## src/rtl/cla_pipe_addsub.sv

```systemverilog
// Pipelined WIDTH-bit adder/subtractor built from GROUP-bit carry-lookahead slices,
// one slice per stage, with a registered inter-stage carry and valid/ready flow control.
module cla_pipe_addsub #(
    parameter int WIDTH = 16,
    parameter int GROUP = 4
) (
    input  logic             clk,
    input  logic             rst_n,
    input  logic             in_valid,
    output logic             in_ready,
    input  logic [WIDTH-1:0] a,
    input  logic [WIDTH-1:0] b,
    input  logic             cin,
    input  logic             sub,
    output logic             out_valid,
    input  logic             out_ready,
    output logic [WIDTH-1:0] sum,
    output logic             cout,
    output logic             ovf,
    output logic             zero
);

    localparam int LAT = WIDTH / GROUP;

    logic             en;
    logic [WIDTH-1:0] b_eff;
    logic             c0;

    assign en       = ~(out_valid & ~out_ready);
    assign in_ready = en;
    assign b_eff    = sub ? ~b : b;
    assign c0       = sub | cin;

    // Returns {carry_out, sum}; every internal carry is a flat sum of products of g/p/ci.
    function automatic logic [GROUP:0] cla_slice(input logic [GROUP-1:0] x,
                                                 input logic [GROUP-1:0] y,
                                                 input logic             ci);
        logic [GROUP-1:0] g;
        logic [GROUP-1:0] p;
        logic [GROUP:0]   c;
        logic             t;
        g = x & y;
        p = x ^ y;
        for (int i = 0; i <= GROUP; i++) begin
            c[i] = ci;
            for (int j = 0; j < i; j++) c[i] = c[i] & p[j];
            for (int j = 0; j < i; j++) begin
                t = g[j];
                for (int m = j + 1; m < i; m++) t = t & p[m];
                c[i] = c[i] | t;
            end
        end
        return {c[GROUP], p ^ c[GROUP-1:0]};
    endfunction

    for (genvar k = 0; k < LAT; k++) begin : g_stage
        localparam int REM = WIDTH - k * GROUP;   // operand bits still to be added
        localparam int SW  = (k + 1) * GROUP;     // sum bits known after this slice

        logic [REM-1:0] a_cur;
        logic [REM-1:0] b_cur;
        logic           c_cur;
        logic           v_cur;
        logic [GROUP:0] r;
        logic [SW-1:0]  s_out;

        if (k == 0) begin : g_in
            assign a_cur = a;
            assign b_cur = b_eff;
            assign c_cur = c0;
            assign v_cur = in_valid;
            assign s_out = r[GROUP-1:0];
        end else begin : g_reg
            logic [REM-1:0]      a_q;
            logic [REM-1:0]      b_q;
            logic [SW-GROUP-1:0] s_q;
            logic                c_q;
            logic                v_q;

            always_ff @(posedge clk or negedge rst_n) begin
                if (!rst_n) begin
                    a_q <= '0;
                    b_q <= '0;
                    s_q <= '0;
                    c_q <= 1'b0;
                    v_q <= 1'b0;
                end else if (en) begin
                    a_q <= g_stage[k-1].a_cur[REM+GROUP-1:GROUP];
                    b_q <= g_stage[k-1].b_cur[REM+GROUP-1:GROUP];
                    s_q <= g_stage[k-1].s_out;
                    c_q <= g_stage[k-1].r[GROUP];
                    v_q <= g_stage[k-1].v_cur;
                end
            end

            assign a_cur = a_q;
            assign b_cur = b_q;
            assign c_cur = c_q;
            assign v_cur = v_q;
            assign s_out = {r[GROUP-1:0], s_q};
        end

        assign r = cla_slice(a_cur[GROUP-1:0], b_cur[GROUP-1:0], c_cur);
    end

    // Carry into the MSB is recovered from the MSB sum bit: s = a ^ b' ^ c_in.
    always_ff @(posedge clk or negedge rst_n) begin
        if (!rst_n) begin
            out_valid <= 1'b0;
            sum       <= '0;
            cout      <= 1'b0;
            ovf       <= 1'b0;
            zero      <= 1'b0;
        end else if (en) begin
            out_valid <= g_stage[LAT-1].v_cur;
            sum       <= g_stage[LAT-1].s_out;
            cout      <= g_stage[LAT-1].r[GROUP];
            ovf       <= g_stage[LAT-1].r[GROUP]
                       ^ (g_stage[LAT-1].r[GROUP-1]
                          ^ g_stage[LAT-1].a_cur[GROUP-1]
                          ^ g_stage[LAT-1].b_cur[GROUP-1]);
            zero      <= ~|g_stage[LAT-1].s_out;
        end
    end

endmodule
```

## config.mk

```make
export PLATFORM = sky130hd
export DESIGN_NAME = cla_pipe_addsub
export DESIGN_NICKNAME = d
export VERILOG_FILES = /design/src/rtl/cla_pipe_addsub.sv
export SDC_FILE = /design/constraint.sdc
export NUM_CORES = 1
export LEC_CHECK = 0
export ABC_AREA = 1
export BUFFER_PORTS_ARGS = -buffer_cell sky130_fd_sc_hd__buf_2
export CORE_UTILIZATION = 35
export DETAILED_ROUTE_END_ITERATION = 10
export GPL_ROUTABILITY_DRIVEN = 0
export MAX_ROUTING_LAYER = met4
export PLACE_DENSITY = 0.62
export SLEW_MARGIN = 20
export SYNTH_ARGS = -nofsm -noshare
export SYNTH_HDL_FRONTEND = slang
export SYNTH_SLANG_ARGS = --single-unit
```

## constraint.sdc

```tcl
create_clock -name clk -period 3.8 [get_ports clk]
set_input_delay 0.19 -clock clk [delete_from_list [all_inputs] [get_ports clk]]
set_output_delay 0.19 -clock clk [all_outputs]
set_load 0.02 [all_outputs]
```

==> summary.md, run 1 <==
| Metric | Value |
|---|---|
| Status | `finished with violations` |
| Failing checks | `hold timing` |
| Die area | `0.0132 mm2` |
| Unrepaired setup endpoints after global routing | `no` |
| DR DRC count | `0` |
| Nets | `roughly 600` |
| Vias in the first global route | `slightly above 3,000` |
| WS Path Type | `flip-flop to flip-flop` |
| Post-route cell area | `0.00520 mm2` |
| Peak VDD IR | `0.000268 V` |
| Sequential share of power | `0.405` |
| Most common cell after layout, fill and taps aside | `nand2_1` |
| Util after Layout | `0.426` |
| Num CTS Buffers | `9` |
| Clk pwr share | `0.237` |
| Post-CTS setup buffer count | `0` |
| CTS Sinks | `between 90 and 100` |
| Syn_area_per_cell | `about 9.2 um2` |
| Worst skew pair latency | `between 300 and 400 ps` |
| Worst-margin pin slew | `slightly above 1000 ps` |
| Most frequent cells in the layout | `171 x nand2_1, 98 x dfrtp_1, 64 x o21ai_0` |
| Fillers | `around 1,200` |
| Total gr overflow | `0` |
| Clock buffer depth | `2` |
| Root buffer cell | `clkbuf_16` |
| DRT Wirelength | `about 8500 um` |
| HP Class | `primary input to async pin` |
| Core Region | `around 0.012 mm2` |
| Layout cell share with drive strength beyond 1 | `0.154` |
| 1st-iter DRT viols | `188` |
| Post-route clock period utilization | `0.472` |
| Power per cell area | `roughly 830 mW/mm2` |
| Routed length per instance | `~12 um` |
| Cell area after synthesis | `~0.0045 mm2` |
| Max Clk Rate | `about 0.56 GHz` |
| Initial antenna violation count | `0` |
| First-pass GRT wire length | `between 10,000 and 15,000 um` |
| Synth Net Count | `~550` |
| Worst path required time | `4030 ps` |
| Startpoint Class | `flip-flop` |
| Hold Fails Final Rpt | `32` |
| Via density | `4.47` |
| Slew headroom | `0.317` |
| Setup TNS | `0 ps` |
| Clock skew | `between 6 and 7 ps` |
| Arr. time, crit path | `~2000 ps` |
| Dpl cell area | `roughly 0.005 mm2` |
| Static Leakage | `about 2.6 nW` |
| Standard-cell rows | `40` |
| Max FO, Critical Path | `roughly 120` |
| Total Routing Usage GR | `0.145` |
| Switching share of power | `0.372` |
| Setup Viol. Count Final | `0` |
| Psw | `approximately 1.6 mW` |
| Final ANT Viol Nets | `0` |
| Post-synthesis sequential area ratio | `0.550` |
| # Max-Cap Violations | `0` |
| Largest net degree at the start of global routing | `117` |
| Syn Inst Count | `just under 500` |
| Min Hold Slack | `-36.6 ps` |
| N_diodes | `0` |
| Starting Density | `0.365` |
| Int Pwr | `approximately 2.7 mW` |
| Yosys warns | `0` |
| Area growth syn-to-layout | `16.6%` |
| CP endpoint kind | `flip-flop` |
| Max-slew violation count | `0` |
| DRT Pass-1 Iters | `4` |
| Unique masters post-synth | `26` |
| Dpl hpwl | `5810 um` |
| Die width | `~110 um` |
| Post-CTS resize count | `0` |
| H-tree level count | `3` |
| #FFs+latches synth | `a little under 100` |
| Die Y | `115 um` |
| Num ports | `just under 60` |
| Combinational fraction of design power | `0.358` |
| Via Count | `between 3,000 and 4,000` |
| IO buf count | `58` |
| CTS clk-pin slew, worst paths | `~60 ps` |
| Tmin final | `roughly 1800 ps` |
| # hold bufs at CTS | `0` |
| CTS tree | `yes` |
-- final cells by class --
cell class,count,area (um2),area share
Clock buffer,10,229,0.0440
Sequential cell,98,2450,0.471
Timing Repair Buffer,62,323,0.0620
Tap cell,168,210,0.0404
Inverter,41,154,0.0296
Clock inverter,6,113,0.0216
Multi-Input combinational cell,323,1720,0.331
-- synthesized netlist by cell type --
cell type	count	area share
nand2_1	171	0.14
dfrtp_1	98	0.55
o21ai_0	64	0.072
inv_1	40	0.034
ha_1	20	0.056
xnor2_1	15	0.029
nand3_1	12	0.013
nor2_1	11	0.0093
xor2_1	8	0.016
buf_2	7	0.0079
buf_4	7	0.012
clkbuf_1	6	0.0050
fa_1	4	0.018
nand4_1	4	0.0056
a21oi_1	3	0.0034
buf_6	2	0.0050
nand3_2	2	0.0045
or2_2	2	0.0028
a21o_1	1	0.0017
a22oi_1	1	0.0017
inv_2	1	0.00084
nand3b_1	1	0.0017
nor2_4	1	0.0025
nor4_1	1	0.0014
o21a_1	1	0.0017
o22ai_1	1	0.0014
-- per-layer routing --
metal / vias to the layer above / GRT usage / wire length, um
met5: - / - / 0
met1: 1473 / 0.190 / 4150
met3: 9 / 0.0380 / 368
li1: 1622 / - / -
met4: 0 / 0.0494 / 113
met2: 59 / 0.219 / 3830
-- sequential cells by signal (all words and copies together) (netlist names) --
register and cells:
g_stage.a_cur 24, g_stage.b_cur 24, g_stage.g_reg.s_q 24, sum 16, g_stage.c_cur 3, g_stage.g_reg.v_q 3
cout 1, out_valid 1, ovf 1, zero 1
-- worst max-delay path, cell delays in order, from the launching register on --
cell	delay, ps
dfrtp_1	340
inv_1	60
nor2_4	90
buf_4	770
nor2_1	120
nand4_1	140
nor2_1	50
nand2_1	60
nand2_1	40
-- per-stage QoR --
step	instances	power (mW)	worst slack, ps
3_3_place_gp	692	3.28	1780
5_1_grt	708	4.73	1810
6_report	708	4.34	2010
3_5_place_dp	692	3.35	1680
4_1_cts	708	4.40	1990
2_1_floorplan	484	2.92	1880
-- path summary, 6_finish.rpt --
check	startpoint	to	slack, ps	cells past startpoint
min in group clk	a[15]	g_stage[1].a_cur[11]	40	3
hold / removal	rst_n	g_stage[3].a_cur[3]	-40	1
max in group asynchronous	rst_n	sum[0]	2940	2
setup reg to reg	out_valid	zero	2010	8
setup / recovery	out_valid	zero	2010	8
hold reg to reg	g_stage[1].g_reg.v_q	g_stage[2].g_reg.v_q	470	2
-- cell families after synthesis --
| kind of cell | Yosys count | synth area share |
|---|---|---|
| AOI/OAI and AO/OA | 71 | 0.0816 |
| and+or+nand+nor | 205 | 0.185 |
| xor gates and xnor gates | 23 | 0.0452 |
| DFF | 98 | 0.550 |
| buffers and inverters | 63 | 0.0642 |
| adders and majority gates | 24 | 0.0741 |
-- power by group through the flow --
stage	combinational [mW]	clock, mW	sequential, mW
floorplan	1.09	0	1.83
global placement	1.52	0	1.76
detailed placement	1.57	0	1.78
CTS	1.58	1.06	1.76
global route	1.81	1.10	1.82
finish	1.55	1.03	1.76
Power figures use the tool's default switching activity.
==> inputs of run 2 (changes only) <==
Clock period 3.8 ns to 1.85 ns, I/O delays scaled along.
==> run 2 against run 1 <==
- the flow now finishes without violations
- largest power group unchanged
- routed wire length decreased by 1.1%
- worst setup slack got worse by 1800 ps
- final area grew 2.5%
==> summary.md, run 2 (synthesis results as in run 1) <==
| Metric | Value |
|---|---|
| Layout cell share with drive strength beyond 1 | `0.151 (-0.00235)` |
| Tot Pwr | `8.54 mW (+97%)` |
| Dpl cell area | `0.00494 mm2 (+1.6%)` |
| Area growth syn-to-layout | `19.5%` |
| Critical path's slowest cell | `dfrtp_1` |
| Hold Fails Final Rpt | `0 (-100%)` |
| Setup TNS | `0 ps (unchanged)` |
| Die area | `0.0132 mm2 (unchanged)` |
| Placement Setup Slack | `57.8 ps (-1620 ps)` |
| 1st-iter DRT viols | `189 (+0.53%)` |
| H-tree level count | `3 (unchanged)` |
| HP Class | `primary input to flip-flop` |
| Cell depth of the worst flop-to-flop path | `10 (+2)` |
| Worst-margin pin slew | `390 ps (-635 ps)` |
| Nets | `615 (+3.0%)` |
| CTS tree | `yes` |
| Most frequent cells in the layout | `171 x nand2_1, 98 x dfrtp_1, 64 x o21ai_0` |
| Worst path top cell family by delay | `simple AND/OR/NAND/NOR gates` |
| Num ports | `59 (unchanged)` |
| Worst path required time | `2080 ps (-1950 ps)` |
| Hold depth | `3` |
| WS Path Type | `flip-flop to flip-flop` |
| Final WS setup | `157 ps (-1850 ps)` |
| Slew headroom | `0.740 (+0.423)` |
| Peak VDD IR | `0.000609 V (+130%)` |
| WP depth | `10 (+2)` |
| Fillers | `1,238 (+0.49%)` |
| Die width | `115 um (unchanged)` |
| N_diodes | `0 (unchanged)` |
| Vias in the first global route | `3,102 (-0.32%)` |
| Num CTS Buffers | `9 (unchanged)` |
| Max FO, Critical Path | `3 (-97%)` |
| Post-route cell area | `0.00533 mm2 (+2.5%)` |
| Status | `complete, no violations` |
| Total gr overflow | `0 (unchanged)` |
| Initial antenna violation count | `0 (unchanged)` |
| Standard-cell rows | `40 (unchanged)` |
| Final ANT Viol Nets | `0 (unchanged)` |
| Worst skew pair latency | `340 ps (about the same)` |
| Critical-path cell list | `ha_1 > ha_1 > nand2_1 > nand3_2 > nand2_1 > nand3_1 > nand3_2 > nand3_1 > nand2_1 > nand2_1` |
| Largest net degree at the start of global routing | `67 (-43%)` |
| Static Leakage | `2.69 nW (+1.9%)` |
| Unrepaired setup endpoints after global routing | `no` |
| Clock buffer depth | `2 (unchanged)` |
| Starting Density | `0.365 (unchanged)` |
| Arr. time, crit path | `1920 ps (-110 ps)` |
| # Max-Cap Violations | `0 (unchanged)` |
| Slowest stage delay, CP | `410 ps (-360 ps)` |
| Core Region | `0.0122 mm2 (unchanged)` |
| Routed length per instance | `11.6 um (-3.1%)` |
| Post-CTS setup buffer count | `0 (unchanged)` |
| CTS Sinks | `98 (unchanged)` |
| Post-route insts no fill | `723 (+2.1%)` |
| Root buffer cell | `clkbuf_16` |
| Tmin final | `1690 ps (-101 ps)` |
| Via Count | `3,169 (+0.19%)` |
| First-pass GRT wire length | `14,200 um (-2.2%)` |
| CTS clk-pin slew, worst paths | `60 ps (about the same)` |
| IO buf count | `58 (unchanged)` |
| DR DRC count | `0 (unchanged)` |
| Die Y | `115 um (unchanged)` |
| DRT Pass-1 Iters | `4 (unchanged)` |
| Startpoint Class | `flip-flop` |
| Min Hold Slack | `46.5 ps (+83.1 ps)` |
| Placed cell count | `696 (+0.58%)` |
| Post-route clock period utilization | `0.915 (+0.443)` |
| Total Routing Usage GR | `0.143 (-0.00280)` |
| Via density | `4.38 (-1.9%)` |
| Crit path buf inv count | `0 (-2)` |
| Top cell by count, worst path | `nand2_1` |
| Max Clk Rate | `0.591 GHz (+6.0%)` |
| Setup Viol. Count Final | `0 (unchanged)` |
| Power per cell area | `1600 mW/mm2 (+92%)` |
| CP endpoint kind | `flip-flop` |
| DRT Wirelength | `8370 um (-1.1%)` |
| Util after Layout | `0.437 (+0.0106)` |
| Max-slew violation count | `0 (unchanged)` |
| Most common cell after layout, fill and taps aside | `nand2_1` |
| Clock skew | `5.12 ps (-0.984 ps)` |
| Dpl hpwl | `5960 um (+2.7%)` |
==> run 2: final timing paths <==
kind,from,endpoint,slack [ps]
max in group asynchronous,rst_n,g_stage[1].b_cur[9],1060
worst max register to register,g_stage[3].a_cur[0],ovf,160
worst min register to register,g_stage[3].g_reg.v_q,out_valid,450
min in group asynchronous,rst_n,zero,220
worst min-delay path,b[4],g_stage[1].b_cur[0],50
worst max-delay path,g_stage[3].a_cur[0],ovf,160
==> run 2: final cells by class <==
class	count	area (um2)	area share
multi-input cells	323	1730	0.325
inverters	41	154	0.0289
clock inverters	1	5.00	0.000939
clock buffers	12	236	0.0444
flip-flops and latches	98	2450	0.460
repair buffers	80	543	0.102
well taps	168	210	0.0394
==> run 2: what timing repair did <==
item,in CTS,in global routing
hold buffers,14,0
endpoints found under the setup margin,0,2
hold endpoints to repair,39,0
gates resized for setup,0,2
==> run 2: tightest hold or removal path, stage by stage <==
cell	delay, ps
buf_2	80
xnor2_1	100
o21ai_0	60
==> run 2: where the power goes <==
| group | internal, mW | switching (mW) |
|---|---|---|
| registers | 3.09 | 0.488 |
| clock network | 0.888 | 0.723 |
| logic | 1.27 | 2.07 |
| total | 5.25 | 3.29 |
==> run 2: metal layers <==
layer  share of wire  up-vias  global-route usage
li1                -     1656                   -
met1            0.49     1457               0.182
met4           0.018        0              0.0615
met3           0.027       11              0.0232
met2            0.46       45               0.224
met5               0        -                   -
==> inputs of run 3 (changes only) <==
Settings changed: CORE_ASPECT_RATIO from default to 0.7.
==> run 3 against run 2 <==
- critical path depth stayed put
- routed wire length rose by 6.4%
- clock power rose by 16%
- via count increased by 2.8%
- critical path type unchanged
==> summary.md, run 3 (synthesis results as in run 1) <==
| Metric | Value |
|---|---|
| Unrepaired setup endpoints after global routing | `no` |
| Hold wc startpoint | `b[9]` |
| DRT Pass-1 Iters | `6 (+2)` |
| Switching share of power | `0.384 (-0.000452)` |
| Routed length per instance | `12.3 um (+6.7%)` |
| Post-route clock period utilization | `0.929 (+0.0144)` |
| Worst-margin pin slew | `480 ps (+90.2 ps)` |
| Standard-cell rows | `34 (-15%)` |
| Via density | `4.52 (+3.1%)` |
| Total Routing Usage GR | `0.154 (+0.0111)` |
| Root buffer cell | `clkbuf_16` |
| Starting Density | `0.359 (-0.00618)` |
| Setup TNS | `0 ps (unchanged)` |
| Max-slew violation count | `0 (unchanged)` |
| CP Launch Point | `g_stage[3].a_cur[0]` |
| Slew headroom | `0.677 (-0.0631)` |
| Power per cell area | `1650 mW/mm2 (+2.9%)` |
| Initial antenna violation count | `0 (unchanged)` |
| Vias in the first global route | `3,166 (+2.1%)` |
| Final ANT Viol Nets | `0 (unchanged)` |
| Peak VDD IR | `0.000655 V (+7.6%)` |
| Int Pwr | `5.46 mW (+3.9%)` |
| DR DRC count | `0 (unchanged)` |
| Setup Viol. Count Final | `0 (unchanged)` |
| DRT Wirelength | `8900 um (+6.4%)` |
| CP endpoint kind | `flip-flop` |
| Final WS setup | `131 ps (-26.6 ps)` |
| Worst path required time | `2080 ps (about the same)` |
| Num CTS Buffers | `9 (unchanged)` |
| Fillers | `1,256 (+1.5%)` |
| Status | `complete, no violations` |
| Reg2reg start | `g_stage[3].a_cur[0]` |
| Area growth syn-to-layout | `20.7%` |
| First-pass GRT wire length | `15,100 um (+6.1%)` |
| Die Y | `96.5 um (-16%)` |
| CTS Sinks | `98 (unchanged)` |
| N_diodes | `0 (unchanged)` |
| CTS clk-pin slew, worst paths | `60 ps (about the same)` |
| Clock buffer depth | `2 (unchanged)` |
| Num ports | `59 (unchanged)` |
| Util after Layout | `0.433 (-0.00326)` |
| Max FO, Critical Path | `3 (unchanged)` |
| Post-route insts no fill | `721 (-0.28%)` |
| CTS tree | `yes` |
| Nets | `616 (+0.16%)` |
| Placed cell count | `691 (-0.72%)` |
| Clock skew | `4.68 ps (-0.438 ps)` |
| Combinational fraction of design power | `0.382 (-0.010)` |
| H-tree level count | `3 (unchanged)` |
| Sequential share of power | `0.408 (-0.011)` |
| Reg area | `0.00245 mm2 (unchanged)` |
| Tmin final | `1720 ps (+26.6 ps)` |
| Hold Fails Final Rpt | `0 (unchanged)` |
| Via Count | `3,259 (+2.8%)` |
| Most frequent cells in the layout | `171 x nand2_1, 98 x dfrtp_1, 63 x o21ai_0` |
| Die area | `0.0132 mm2 (about the same)` |
| Psw | `3.41 mW (+3.7%)` |
| Arr. time, crit path | `1950 ps (+30 ps)` |
| Layout cell share with drive strength beyond 1 | `0.157 (+0.00607)` |
| Core Region | `0.0124 mm2 (+1.7%)` |
| HP Class | `primary input to flip-flop` |
| Total gr overflow | `0 (unchanged)` |
| Most common cell after layout, fill and taps aside | `nand2_1` |
| # Max-Cap Violations | `0 (unchanged)` |
| Dpl hpwl | `6280 um (+5.3%)` |
| Clk pwr share | `0.210 (+0.021)` |
| Tot Pwr | `8.87 mW (+3.9%)` |
| Worst skew pair latency | `340 ps (about the same)` |
| Static Leakage | `2.72 nW (+1.0%)` |
| 1st-iter DRT viols | `152 (-20%)` |
| WS Path Type | `flip-flop to flip-flop` |
| Placement Setup Slack | `91.2 ps (+33.4 ps)` |
| Die width | `137 um (+19%)` |
| Largest net degree at the start of global routing | `55 (-18%)` |
| Area of the multi-input gates | `0.00173 mm2 (-0.29%)` |
| Max Clk Rate | `0.582 GHz (-1.5%)` |
| Startpoint Class | `flip-flop` |
| IO buf count | `58 (unchanged)` |
-- run 3: cell count changes in the layout (fill, tap and decap cells not counted) --
cell,delta
clkbuf_1,-1
nand3_1,+1
clkinv_4,+1
buf_4,+1
nand3_2,-1
bufinv_16,+1
clkbuf_8,+1
clkinvlp_4,+1
o21ai_1,+1
o21ai_0,-1
-- run 3: stage by stage --
stage	area [um2]	hold WS [ps]
floorplan	4460	-203
global placement	4940	41.6
detailed placement	4940	37.9
CTS	5380	29.5
global route	5380	45.6
finish	5380	37.4
-- run 3: final cells by class --
class | instances | area share
sequential | 98 | 0.456
tap | 162 | 0.0377
clock inverter | 4 | 0.00953
timing repair buffer | 81 | 0.102
multi-input combinational | 323 | 0.321
inverter | 41 | 0.0286
clock buffer | 12 | 0.0458
-- run 3: routing by layer --
metal | global-route usage | vias up | wire length, um
met5 | - | - | 0
met2 | 0.238 | 70 | 4000
li1 | - | 1661 | -
met4 | 0.0412 | 0 | 61
met1 | 0.201 | 1520 | 4470
met3 | 0.0391 | 8 | 364
-- run 3: power groups by stage --
stage	sequential, mW	combinational, mW	clock (mW)
final	3.62	3.39	1.86
after global routing	3.73	3.92	1.99
after CTS	3.62	3.42	1.91
after detailed placement	3.66	3.36	0
after global placement	3.63	3.22	0
after floorplan	3.77	2.23	0
-- run 3: worst max-delay path, stage by stage, from the launching register on --
cell,delay [ps]
dfrtp_1,420
ha_1,300
ha_1,190
nand2_1,90
nand3_2,100
nand2_1,120
nand3_1,110
nand3_1,100
nand3_1,70
nand2_1,60
nand2_1,40
-- run 3: final timing paths --
check                                      end  slack (ps)  depth (start not counted)
max reg2reg                                ovf         130                         10
min                        g_stage[1].b_cur[5]          40                          3
min in group asynchronous  g_stage[1].a_cur[1]         200                          2
max                                        ovf         130                         10
min reg2reg                          out_valid         460                          2
max in group asynchronous  g_stage[2].a_cur[6]        1070                          3
-- run 3: repair_timing --
action,CTS,global route
resized for setup,0,2
hold endpoints to repair,38,0
setup buffers,0,0
hold buffers,14,0
endpoints found under the setup margin,0,2
